File: config.mk
export PLATFORM = sky130hd
export DESIGN_NAME = id_ex_stage
export DESIGN_NICKNAME = d
export VERILOG_FILES = /design/src/rtl/pipe_pkg.sv /design/src/rtl/hazard_detect.sv /design/src/rtl/id_ex_stage.sv
export SDC_FILE = /design/constraint.sdc
export NUM_CORES = 1
export LEC_CHECK = 0
export BUFFER_PORTS_ARGS = -buffer_cell sky130_fd_sc_hd__buf_2
export CAP_MARGIN = 10
export CORE_AREA = 2 2 154 156
export CTS_BUF_LIST = sky130_fd_sc_hd__clkbuf_16
export CTS_CLUSTER_SIZE = 8
export DETAILED_ROUTE_END_ITERATION = 8
export DIE_AREA = 0 0 156 158
export GPL_TIMING_DRIVEN = 1
export HOLD_SLACK_MARGIN = 0.08
export PLACE_DENSITY = 0.72
export SYNTH_ARGS = -nofsm -noshare
export SYNTH_HDL_FRONTEND = slang
export SYNTH_SLANG_ARGS = --single-unit
export TNS_END_PERCENT = 10
File: constraint.sdc
create_clock -name clk_i -period 7.4 [get_ports clk_i]
set_input_delay 0.74 -clock clk_i [delete_from_list [all_inputs] [get_ports clk_i]]
set_output_delay 0.74 -clock clk_i [all_outputs]
set_load 0.1 [all_outputs]
File: src/rtl/pipe_pkg.sv
// Shared pipeline definitions: control bundle layout, ALUOp encodings and
// register-index constants used by the ID/EX stage and its hazard logic.
package pipe_pkg;

    localparam int CTRL_W  = 9;
    localparam int REG_W   = 5;
    localparam int FUNCT_W = 10;

    localparam logic [REG_W-1:0] REG_ZERO = 5'd0;

    // ALUOp encodings carried in the control bundle.
    localparam logic [1:0] ALUOP_LDST = 2'b00;
    localparam logic [1:0] ALUOP_BR   = 2'b01;
    localparam logic [1:0] ALUOP_R    = 2'b10;
    localparam logic [1:0] ALUOP_I    = 2'b11;

    // Decoded control bundle, MSB first.
    typedef struct packed {
        logic       regwrite;
        logic       memtoreg;
        logic       memread;
        logic       memwrite;
        logic       alusrc;
        logic [1:0] aluop;
        logic       branch;
        logic       spare;
    } ctrl_t;

    // A bubble carries no side effects: no write, no memory access, no branch.
    localparam ctrl_t CTRL_BUBBLE = '0;

endpackage

File: src/rtl/hazard_detect.sv
// Load-use hazard detection: the instruction in EX is a valid load whose
// destination (non-zero) is a source of the valid instruction in ID.
module hazard_detect
    import pipe_pkg::*;
(
    input  logic             ex_valid_i,
    input  logic             ex_memread_i,
    input  logic [REG_W-1:0] ex_rd_i,
    input  logic             id_valid_i,
    input  logic [REG_W-1:0] id_rs1_i,
    input  logic [REG_W-1:0] id_rs2_i,
    output logic             haz_o
);

    // Combinational hazard term; x0 never creates a dependency.
    always_comb begin
        haz_o = ex_memread_i & ex_valid_i & (ex_rd_i != REG_ZERO) &
                ((ex_rd_i == id_rs1_i) | (ex_rd_i == id_rs2_i)) & id_valid_i;
    end

endmodule

File: src/rtl/id_ex_stage.sv
// ID/EX pipeline register. Loads decoded ID state into EX each cycle, inserts
// a bubble on branch flush or load-use hazard, freezes on a global hold, and
// counts inserted bubbles with saturating counters.
module id_ex_stage
    import pipe_pkg::*;
#(
    parameter int XLEN  = 32,
    parameter int CNT_W = 32
) (
    input  logic               clk_i,
    input  logic               rst_i,
    input  logic               hold_i,
    input  logic               flush_i,
    input  logic               id_valid_i,
    input  logic [XLEN-1:0]    id_pc_i,
    input  logic [XLEN-1:0]    id_rs1_data_i,
    input  logic [XLEN-1:0]    id_rs2_data_i,
    input  logic [XLEN-1:0]    id_imm_i,
    input  logic [4:0]         id_rs1_i,
    input  logic [4:0]         id_rs2_i,
    input  logic [4:0]         id_rd_i,
    input  logic [8:0]         id_ctrl_i,
    input  logic [9:0]         id_funct_i,
    output logic               ex_valid_o,
    output logic [XLEN-1:0]    ex_pc_o,
    output logic [XLEN-1:0]    ex_rs1_data_o,
    output logic [XLEN-1:0]    ex_rs2_data_o,
    output logic [XLEN-1:0]    ex_imm_o,
    output logic [4:0]         ex_rs1_o,
    output logic [4:0]         ex_rs2_o,
    output logic [4:0]         ex_rd_o,
    output logic [8:0]         ex_ctrl_o,
    output logic [9:0]         ex_funct_o,
    output logic               stall_o,
    output logic [CNT_W-1:0]   stall_cnt_o,
    output logic [CNT_W-1:0]   flush_cnt_o
);

    localparam logic [CNT_W-1:0] CNT_MAX = '1;

    logic               valid_q,     valid_d;
    logic [XLEN-1:0]    pc_q,        pc_d;
    logic [XLEN-1:0]    rs1_data_q,  rs1_data_d;
    logic [XLEN-1:0]    rs2_data_q,  rs2_data_d;
    logic [XLEN-1:0]    imm_q,       imm_d;
    logic [REG_W-1:0]   rs1_q,       rs1_d;
    logic [REG_W-1:0]   rs2_q,       rs2_d;
    logic [REG_W-1:0]   rd_q,        rd_d;
    ctrl_t              ctrl_q,      ctrl_d;
    logic [FUNCT_W-1:0] funct_q,     funct_d;
    logic [CNT_W-1:0]   stall_cnt_q, stall_cnt_d;
    logic [CNT_W-1:0]   flush_cnt_q, flush_cnt_d;

    logic haz;

    hazard_detect u_hazard_detect (
        .ex_valid_i   (valid_q),
        .ex_memread_i (ctrl_q.memread),
        .ex_rd_i      (rd_q),
        .id_valid_i   (id_valid_i),
        .id_rs1_i     (id_rs1_i),
        .id_rs2_i     (id_rs2_i),
        .haz_o        (haz)
    );

    // Stall request to PC and IF/ID: a flush or a hold overrides the hazard.
    always_comb begin
        stall_o = haz & ~flush_i & ~hold_i;
    end

    // Next-state selection in priority order: hold, flush, hazard, load.
    always_comb begin
        // NOTE: every _d gets a default first so no path leaves it unassigned,
        // which would otherwise infer a latch.
        valid_d     = valid_q;
        pc_d        = pc_q;
        rs1_data_d  = rs1_data_q;
        rs2_data_d  = rs2_data_q;
        imm_d       = imm_q;
        rs1_d       = rs1_q;
        rs2_d       = rs2_q;
        rd_d        = rd_q;
        ctrl_d      = ctrl_q;
        funct_d     = funct_q;
        stall_cnt_d = stall_cnt_q;
        flush_cnt_d = flush_cnt_q;

        if (!hold_i) begin
            // Datapath fields follow ID on both loads and bubbles.
            pc_d       = id_pc_i;
            rs1_data_d = id_rs1_data_i;
            rs2_data_d = id_rs2_data_i;
            imm_d      = id_imm_i;
            rs1_d      = id_rs1_i;
            rs2_d      = id_rs2_i;
            funct_d    = id_funct_i;

            if (flush_i || haz) begin
                // Bubble: nothing that can write, forward or raise a hazard.
                valid_d = 1'b0;
                ctrl_d  = CTRL_BUBBLE;
                rd_d    = REG_ZERO;
                if (flush_i) begin
                    flush_cnt_d = (flush_cnt_q == CNT_MAX) ? flush_cnt_q
                                                           : flush_cnt_q + CNT_W'(1);
                end else begin
                    stall_cnt_d = (stall_cnt_q == CNT_MAX) ? stall_cnt_q
                                                           : stall_cnt_q + CNT_W'(1);
                end
            end else begin
                valid_d = id_valid_i;
                ctrl_d  = ctrl_t'(id_ctrl_i);
                rd_d    = id_rd_i;
            end
        end
    end

    // Stage registers with asynchronous reset.
    always_ff @(posedge clk_i or posedge rst_i) begin
        // NOTE: sequential state uses non-blocking assignments so every flop
        // samples the pre-edge values, independent of statement order.
        if (rst_i) begin
            valid_q     <= 1'b0;
            pc_q        <= '0;
            rs1_data_q  <= '0;
            rs2_data_q  <= '0;
            imm_q       <= '0;
            rs1_q       <= '0;
            rs2_q       <= '0;
            rd_q        <= '0;
            ctrl_q      <= CTRL_BUBBLE;
            funct_q     <= '0;
            stall_cnt_q <= '0;
            flush_cnt_q <= '0;
        end else begin
            valid_q     <= valid_d;
            pc_q        <= pc_d;
            rs1_data_q  <= rs1_data_d;
            rs2_data_q  <= rs2_data_d;
            imm_q       <= imm_d;
            rs1_q       <= rs1_d;
            rs2_q       <= rs2_d;
            rd_q        <= rd_d;
            ctrl_q      <= ctrl_d;
            funct_q     <= funct_d;
            stall_cnt_q <= stall_cnt_d;
            flush_cnt_q <= flush_cnt_d;
        end
    end

    assign ex_valid_o    = valid_q;
    assign ex_pc_o       = pc_q;
    assign ex_rs1_data_o = rs1_data_q;
    assign ex_rs2_data_o = rs2_data_q;
    assign ex_imm_o      = imm_q;
    assign ex_rs1_o      = rs1_q;
    assign ex_rs2_o      = rs2_q;
    assign ex_rd_o       = rd_q;
    assign ex_ctrl_o     = ctrl_q;
    assign ex_funct_o    = funct_q;
    assign stall_cnt_o   = stall_cnt_q;
    assign flush_cnt_o   = flush_cnt_q;

endmodule

# After elaboration in Yosys (flattened, before gate mapping)
# Index checks and enable logic that the tools add are counted.
[word_totals]
ff_bits = 227
input_bits = 167
output_inout_bits = 228
word_cells = 43
[classes]
add_sub_neg = 2
n_eq_ne = 4
muxes = 3
n_bitwise = 11
reduce_logical = 4
[op_table]
columns = ["cell", "n"]
rows = [
  ["32-bit by 1-bit adder with 32-bit output (second input constant)", 2],
  ["32-bit == test (second input constant)", 2],
  ["5-bit == test", 2],
  ["9-bit 2-to-1 mux", 1],
  ["4-bit AND reduction", 2],
  ["1-bit bitwise AND", 6],
  ["5-bit 2-to-1 mux", 1],
  ["5-bit nonzero test", 1],
  ["1-bit NOT", 4],
  ["1-bit logical OR", 1],
  ["1-bit 2-to-1 mux", 1],
  ["1-bit OR", 1],
]

# Logic depth before layout (Yosys ltp)
# Gate-level depths: netlist of the first run.
[logic_depth]
ltp_word = 6
depth_mapped = 8
depth_no_buf = 7

# By module
# From an unflattened synthesis of the first run, not the netlist that was laid out.
[hier_totals]
cells_unflattened = 637
area_unflattened_um2 = 9121.2
[by_module_without_submodules]
columns = ["module", "n_inst", "cells_per_inst", "area_per_inst_um2", "seq_area_each_um2"]
rows = [
  ["id_ex_stage", 1, 620, 8992.4, 5680.4],
  ["hazard_detect", 1, 17, 128.9, 0.0],
]

# Least setup slack after synthesis of the first run
# OpenSTA, ideal clock, no wires.
[synth_timing]
path_kind = "register to output"
from = "register rd_q[4] (netlist: ex_rd_o[4])"
to = "output port stall_o"
arrival_time_ps = 3673
t_required_ps = 6660
path_slack_ps = 2987
stages_incl_launch_ff = 6
n_path_buf = 0
cell_sequence = "dfrtp_1 -> xnor2_1 -> nand3_1 -> o22ai_1 -> nand2_1 -> nor3_1"
[synth_between]
elab_chain_cells = 6
elab_cells_between_ends = 9
cone_classes = "eq/ne (2); bitwise (6); reduce/logical (1)"
[synth_rtl]
columns = ["element", "line_no", "source"]
rows = [
  ["start, declared", "id_ex_stage.sv:48", "logic [REG_W-1:0] rd_q, rd_d;"],
  ["start signal, assigned", "id_ex_stage.sv:143", "rd_q <= rd_d;"],
  ["5-bit == test / 5-bit nonzero test (equally long branches)", "hazard_detect.sv:18, hazard_detect.sv:17", ""],
  ["1-bit OR / 1-bit bitwise AND (equally long branches)", "hazard_detect.sv:18, hazard_detect.sv:17", ""],
  ["1-bit bitwise AND (*)", "hazard_detect.sv:17", "haz_o = ex_memread_i & ex_valid_i & (ex_rd_i != REG_ZERO) &"],
  ["1-bit bitwise AND (*)", "hazard_detect.sv:18", "((ex_rd_i == id_rs1_i) | (ex_rd_i == id_rs2_i)) & id_valid_i;"],
  ["1-bit bitwise AND (*) (2 in series)", "id_ex_stage.sv:68", "stall_o = haz & ~flush_i & ~hold_i;"],
  ["end, declared", "id_ex_stage.sv:34", "output logic stall_o,"],
]
# Mark *: on every way between the ends. The rest lies on a longest branch, timed or not.

# Worst setup path in the final report of the first run
[layout_timing]
from = "register rd_q[0] (netlist: ex_rd_o[0])"
to = "output port stall_o"
# Same word-level chain as after synthesis.

==> reports/metrics.csv, run 1 <==
metric,value,unit
drv_slew,0,
path_max_fanout,5,
num_vias,6790,
syn_nets,839,
yosys_warnings,0,
critPathMaxStageDelay,0.48,ns
worst_ep_required_time,6.66,ns
pre_cts_slack,4.17,ns
antennaDiodeCount,0,
postCtsSetupBuffers,0,
outcome,"finished, final reports clean",
fin_tns_setup,0,ns
syn-instance-count,670,
cts-root-buf,clkbuf_16,
hold_viol,0,
clk_pin_slew_worst_paths,0.05,ns
rsz0062_at_grt,false,
p_leak,6.18,nW
utilization,53.8,%
crit_path_end_kind,output port,
yosys.area.top_type_share,61.7,%
die-width,156,um
grt_usage,18.8,%
fillers,2000,
ir_worst_vdd,322,uV
setup_ws,4.20,ns
fin_crit,3.20,ns
setup_violations,0,
vias_per_cell,4.96,
synthToLayoutAreaGrowth,34.6,%
antenna_found_initial,1,
drv_cap,0,
layout_worst_path_cycle_share,43.3,%
relSlewSlack,38.4,%
yosysUniqueCellTypes,36,
start_util,40.0,%
drive_above_1_share,55.1,%
routedWlPerCell,17.8,um
h-tree-depth,2,
grt_overflow,0,
cts_hold_buf,0,
clock-sinks,227,
core_area,23100,sq um
drt_iter0_drc,384,
fmax,312,MHz
drc,0,
critPathLaunchType,register,
dp_cells,1332,
critical_path.cell_chain,"xnor2_1, nand3_1, o22ai_1, nand2_1, nor3_1, buf_2",
portBuffers,394,
clock_path_buffers,3,
die_h,158,um
cts_tree,yes,
hold_class,input port to async pin,
grt_max_degree,112,
reg2reg_setup_slack,4.56,ns
holdWs,0.418,ns
skew,0.0117,ns
row_count,56,
power_density,313,nW/um^2
grt_pass1_vias,6620,
routed_wirelength,24400,um
fin_cells,1370,
final_nets,1247,
worst_pin_slew,0.924,ns
cts.repair.resized,0,
seq_area_frac_synth,61.7,%
ys_ff_latch,227,
critical_path_arrival,2.46,ns
synth_top_cells_by_area,"dfrtp_1 62%, mux2_2 18%, xor2_1 3.5%",
num_io_pins,395,
cpMaxStageDelayCell,o22ai_1,
avgSynthCellArea,13.7,sq um
timing.rr.end,stall_cnt_o[26]$_DFFE_PP0P_,
r2r_cells,6,
synth_largest_area_cell,dfrtp_1,
clkLatencyLatePin,0.49,ns
syn_area,9210,sq um
cts_buffers,34,
hpwl,17600,um
antenna_left,0,
path_class,register to output port,
grt_pass1_wl,36400,um
r2r-start,ex_rd_o[0]$_DFFE_PP0N_,
first_pass_iters,4,
place_congestion,0.870,
die_area,24600,sq um
## cell usage after synthesis
cell type,number
a21oi_1,1
a22o_1,15
and2_1,2
and3_1,5
and3_4,2
and4_1,4
buf_2,2
buf_4,1
clkbuf_1,22
dfrtp_1,227
ha_1,2
inv_1,12
mux2_2,150
nand2_1,33
nand2_2,1
nand2b_1,1
nand3_1,27
nand3b_1,1
nand4_1,18
nand4_4,1
nor2_1,22
nor2b_1,1
nor3_1,27
nor3_2,2
nor4_1,9
nor4_4,1
o211ai_1,1
o22ai_1,1
or2_0,1
or3_1,3
or3_2,1
or3_4,1
or4_1,1
or4_4,1
xnor2_1,34
xor2_1,37
## cells by family (layout without fill, tap and decap cells)
group / after synthesis / in the layout / share of synthesized area [%]
flops: 227 / 227 / 61.7
fa+ha+maj: 2 / 2 / 0.272
xor+xnor: 71 / 71 / 6.75
compound gates: 18 / 18 / 1.63
buf+inv: 37 / 447 / 1.58
mux: 150 / 150 / 18.3
simple gates: 165 / 165 / 9.75
## sequential cells by signal, indices dropped and copies added, names as in the netlist
| name | cells |
|---|---|
| ex_rs1_data_o | 32 |
| flush_cnt_o | 32 |
| ex_valid_o | 1 |
| ex_rs2_data_o | 32 |
| ex_rs2_o | 5 |
| ex_ctrl_o | 9 |
| ex_pc_o | 32 |
| ex_funct_o | 10 |
| ex_imm_o | 32 |
| stall_cnt_o | 32 |
| ex_rs1_o | 5 |
| ex_rd_o | 5 |
## stage by stage
stage	instance area, sq um	total power [mW]
5_1_grt	12400	4.02
3_5_place_dp	11500	2.55
4_1_cts	12400	3.93
6_report	12400	3.88
2_1_floorplan	9210	2.34
3_3_place_gp	11500	2.54
## cells in the final DEF, fill, tap and decap left out, types with 3 or more instances in the layout
cell type,n
buf_2,393
dfrtp_1,227
mux2_2,150
xor2_1,37
clkbuf_16,35
xnor2_1,34
nand2_1,33
nand3_1,27
nor3_1,27
nor2_1,22
nand4_1,18
a22o_1,15
inv_1,12
nor4_1,9
and3_1,5
and4_1,4
or3_1,3
buf_4,3
## critical path, delay by kind of cell, from the launching register on
kind            cells  cell delay [ns]
flops               1             0.46
buf+inv             1             0.46
xor+xnor            1             0.21
compound gates      1             0.48
simple gates        3             0.37
## report_power, final
part | internal, mW | switching (mW)
clock network | 0.862 | 0.495
logic | 0.196 | 0.914
registers | 1.35 | 0.0670
total | 2.41 | 1.48
## layer usage
metal  track usage (%)  vias up  share of wire (%)
li1                  -     3155                  -
met4              6.07        0                2.3
met2              32.4      235                 51
met3              4.57       51                6.6
met5                 0        -                  0
met1              23.3     3349                 40
## how the worst max path moves through the flow
stage / startpoint / endpoint / slack [ns] / cells after the start
final: ex_rd_o[0]$_DFFE_PP0N_ / stall_o / 4.20 / 6
after global placement: id_rs1_i[2] / stall_cnt_o[30]$_DFFE_PP0P_ / 4.29 / 7
after detailed placement: id_rs1_i[0] / stall_cnt_o[26]$_DFFE_PP0P_ / 4.17 / 7
after global routing: ex_rd_o[0]$_DFFE_PP0N_ / stall_o / 3.98 / 6
after floorplan: rst_i / ex_ctrl_o[0]$_DFFE_PP0N_ / 0.44 / 1
after CTS: ex_rd_o[0]$_DFFE_PP0N_ / stall_o / 4.18 / 6
## final cells by class
cell class	instances	area, sq um	area share, %
clock buffers	35	876	7.06
flip-flops and latches	227	5680	45.8
inverters	12	52.6	0.424
multi-input cells	406	3380	27.3
repair buffers	397	2000	16.1
clock inverters	3	42.5	0.343
well taps	290	363	2.93
Power figures use the tool's default switching activity.
==> run 2, diff against run 1 <==
--- a/config.mk
+++ b/config.mk
@@ -7,14 +7,14 @@
 export LEC_CHECK = 0
 export BUFFER_PORTS_ARGS = -buffer_cell sky130_fd_sc_hd__buf_2
 export CAP_MARGIN = 10
-export CORE_AREA = 2 2 154 156
+export CORE_AREA = 2 2 155 157
 export CTS_BUF_LIST = sky130_fd_sc_hd__clkbuf_16
 export CTS_CLUSTER_SIZE = 8
 export DETAILED_ROUTE_END_ITERATION = 8
-export DIE_AREA = 0 0 156 158
+export DIE_AREA = 0 0 157 159
 export GPL_TIMING_DRIVEN = 1
 export HOLD_SLACK_MARGIN = 0.08
-export PLACE_DENSITY = 0.72
+export PLACE_DENSITY = 0.68
 export SYNTH_ARGS = -nofsm -noshare
 export SYNTH_HDL_FRONTEND = slang
 export SYNTH_SLANG_ARGS = --single-unit
==> constraint.sdc (replaced) <==
create_clock -name clk_i -period 3.2 [get_ports clk_i]
set_input_delay 0.32 -clock clk_i [delete_from_list [all_inputs] [get_ports clk_i]]
set_output_delay 0.32 -clock clk_i [all_outputs]
set_load 0.1 [all_outputs]
==> reports/metrics.csv, run 2 (synthesized netlist as in run 1, its figures left out) <==
metric,value,unit
die-width,157,um
clkLatencyLatePin,0.49,ns
fin_cells,1555,
drive_above_1_share,48.3,%
grt_usage,21.4,%
grt_max_degree,123,
core_area,23200,sq um
utilization,60.4,%
h-tree-depth,2,
layout_worst_path_cycle_share,83.7,%
routedWlPerCell,17.5,um
cts_buffers,34,
final_nets,1402,
power_frac_seq,35.9,%
path_max_fanout,5,
drc,0,
power_density,651,nW/um^2
start_util,39.7,%
crit_path_end_kind,output port,
setup_violations,0,
grt_pass1_vias,7926,
path_class,register to output port,
ir_worst_vdd,697,uV
layout_common_cells,"393 x buf_2, 227 x dfrtp_1, 154 x dlygate4sd3_1, 150 x mux2_2, 37 x xor2_1",
critPathLaunchType,register,
place_congestion,0.867,
rsz0062_at_grt,false,
hold_class,input port to register,
skew,0.0104,ns
relSlewSlack,47.4,%
clkPwrFrac,34.0,%
die_area,25000,sq um
die_h,159,um
p_sw,3.51,mW
cts.repair.resized,0,
hold_viol,0,
num_io_pins,395,
fin_crit,2.68,ns
num_vias,7416,
antenna_left,0,
portBuffers,394,
antenna_found_initial,0,
drt_iter0_drc,348,
grt_overflow,0,
fin_tns_setup,0,ns
p_int,5.61,mW
p_comb_share,30.1,%
cts-root-buf,clkbuf_16,
drv_slew,0,
critical_path_arrival,2.36,ns
r2r_cells,6,
grt_pass1_wl,42400,um
vias_per_cell,4.77,
cts_tree,yes,
clock_path_buffers,3,
outcome,"finished, final reports clean",
routed_wirelength,27200,um
worst_ep_required_time,2.88,ns
postCtsSetupBuffers,0,
switching_share,38.5,%
fmax,373,MHz
clk_pin_slew_worst_paths,0.05,ns
hold_depth,2,
final_common_cell,buf_2,
drv_cap,0,
first_pass_iters,5,
p_leak,6.83,nW
hpwl,17700,um
synthToLayoutAreaGrowth,52.0,%
dp_cells,1362,
clock-sinks,227,
row_count,56,
worst_pin_slew,0.788,ns
==> run 2: changes by cell type in the layout (fill, tap and decap cells not counted), sizes merged <==
| cell | before | now |
|---|---|---|
| clkinv | 0 | 2 |
| bufinv | 1 | 0 |
| diode | 0 | 1 |
| buf | 397 | 398 |
| clkinvlp | 0 | 1 |
| dlygate4sd3 | 0 | 154 |
| inv | 14 | 12 |
==> run 2: power by group through the flow <==
stage	clock, mW	combinational (mW)	sequential, mW
after CTS	3.19	2.74	3.26
after global routing	3.31	2.83	3.30
after floorplan	0	0.372	5.03
after global placement	0	2.58	3.30
final	3.10	2.74	3.27
after detailed placement	0	2.59	3.31
==> run 2: critical path, stage by stage (launching register included) <==
cell and delay [ns]:
dfrtp_1 0.45, xnor2_1 0.19, nand3_1 0.10, o22ai_1 0.39, nand2_1 0.14, nor3_2 0.14
buf_2 0.45
==> run 2: layout make-up <==
type | instances | area [sq um]
inverters | 12 | 48.8
flip-flops and latches | 227 | 5680
repair buffers | 552 | 3590
clock buffers | 35 | 876
well taps | 319 | 399
clock inverters | 3 | 17.5
fillers | 1825 | 9190
diodes | 1 | 2.50
multi-input cells | 406 | 3390
==> run 2: worst paths after layout <==
path,slack (ns),to,startpoint
hold / removal,0.09,ex_rs2_data_o[24]$_DFFE_PP0N_,id_rs2_data_i[24]
hold reg to reg,0.49,stall_cnt_o[6]$_DFFE_PP0P_,stall_cnt_o[6]$_DFFE_PP0P_
setup / recovery,0.52,stall_o,ex_rd_o[2]$_DFFE_PP0N_
setup reg to reg,0.99,flush_cnt_o[23]$_DFFE_PP0P_,flush_cnt_o[8]$_DFFE_PP0P_
min in group asynchronous,0.41,ex_funct_o[4]$_DFFE_PP0N_,rst_i
max in group asynchronous,1.78,flush_cnt_o[21]$_DFFE_PP0P_,rst_i
==> run 2: repair_timing <==
item | CTS | global route
hold endpoints to repair | 168 | 0
hold buffers | 154 | 0
endpoints found under the setup margin | 0 | 0
==> run 2: per-stage QoR <==
| step | hold WS, ns | power, mW | instance area, sq um | worst slack [ns] |
|---|---|---|---|---|
| 6_report | 0.0903 | 9.12 | 14000 | 0.521 |
| 2_1_floorplan | 0.448 | 5.41 | 9220 | -0.0860 |
| 3_3_place_gp | 0.348 | 5.88 | 11600 | 0.992 |
| 4_1_cts | 0.0825 | 9.20 | 14000 | 0.533 |
| 3_5_place_dp | 0.348 | 5.90 | 11600 | 0.946 |
| 5_1_grt | 0.0814 | 9.44 | 14000 | 0.343 |
==> run 2: metal layers <==
metal  share of wire, %  GRT usage, %
met1                 38          24.6
met2                 51          37.3
met3                8.5          6.70
met4                2.7          7.34
met5                  0             0
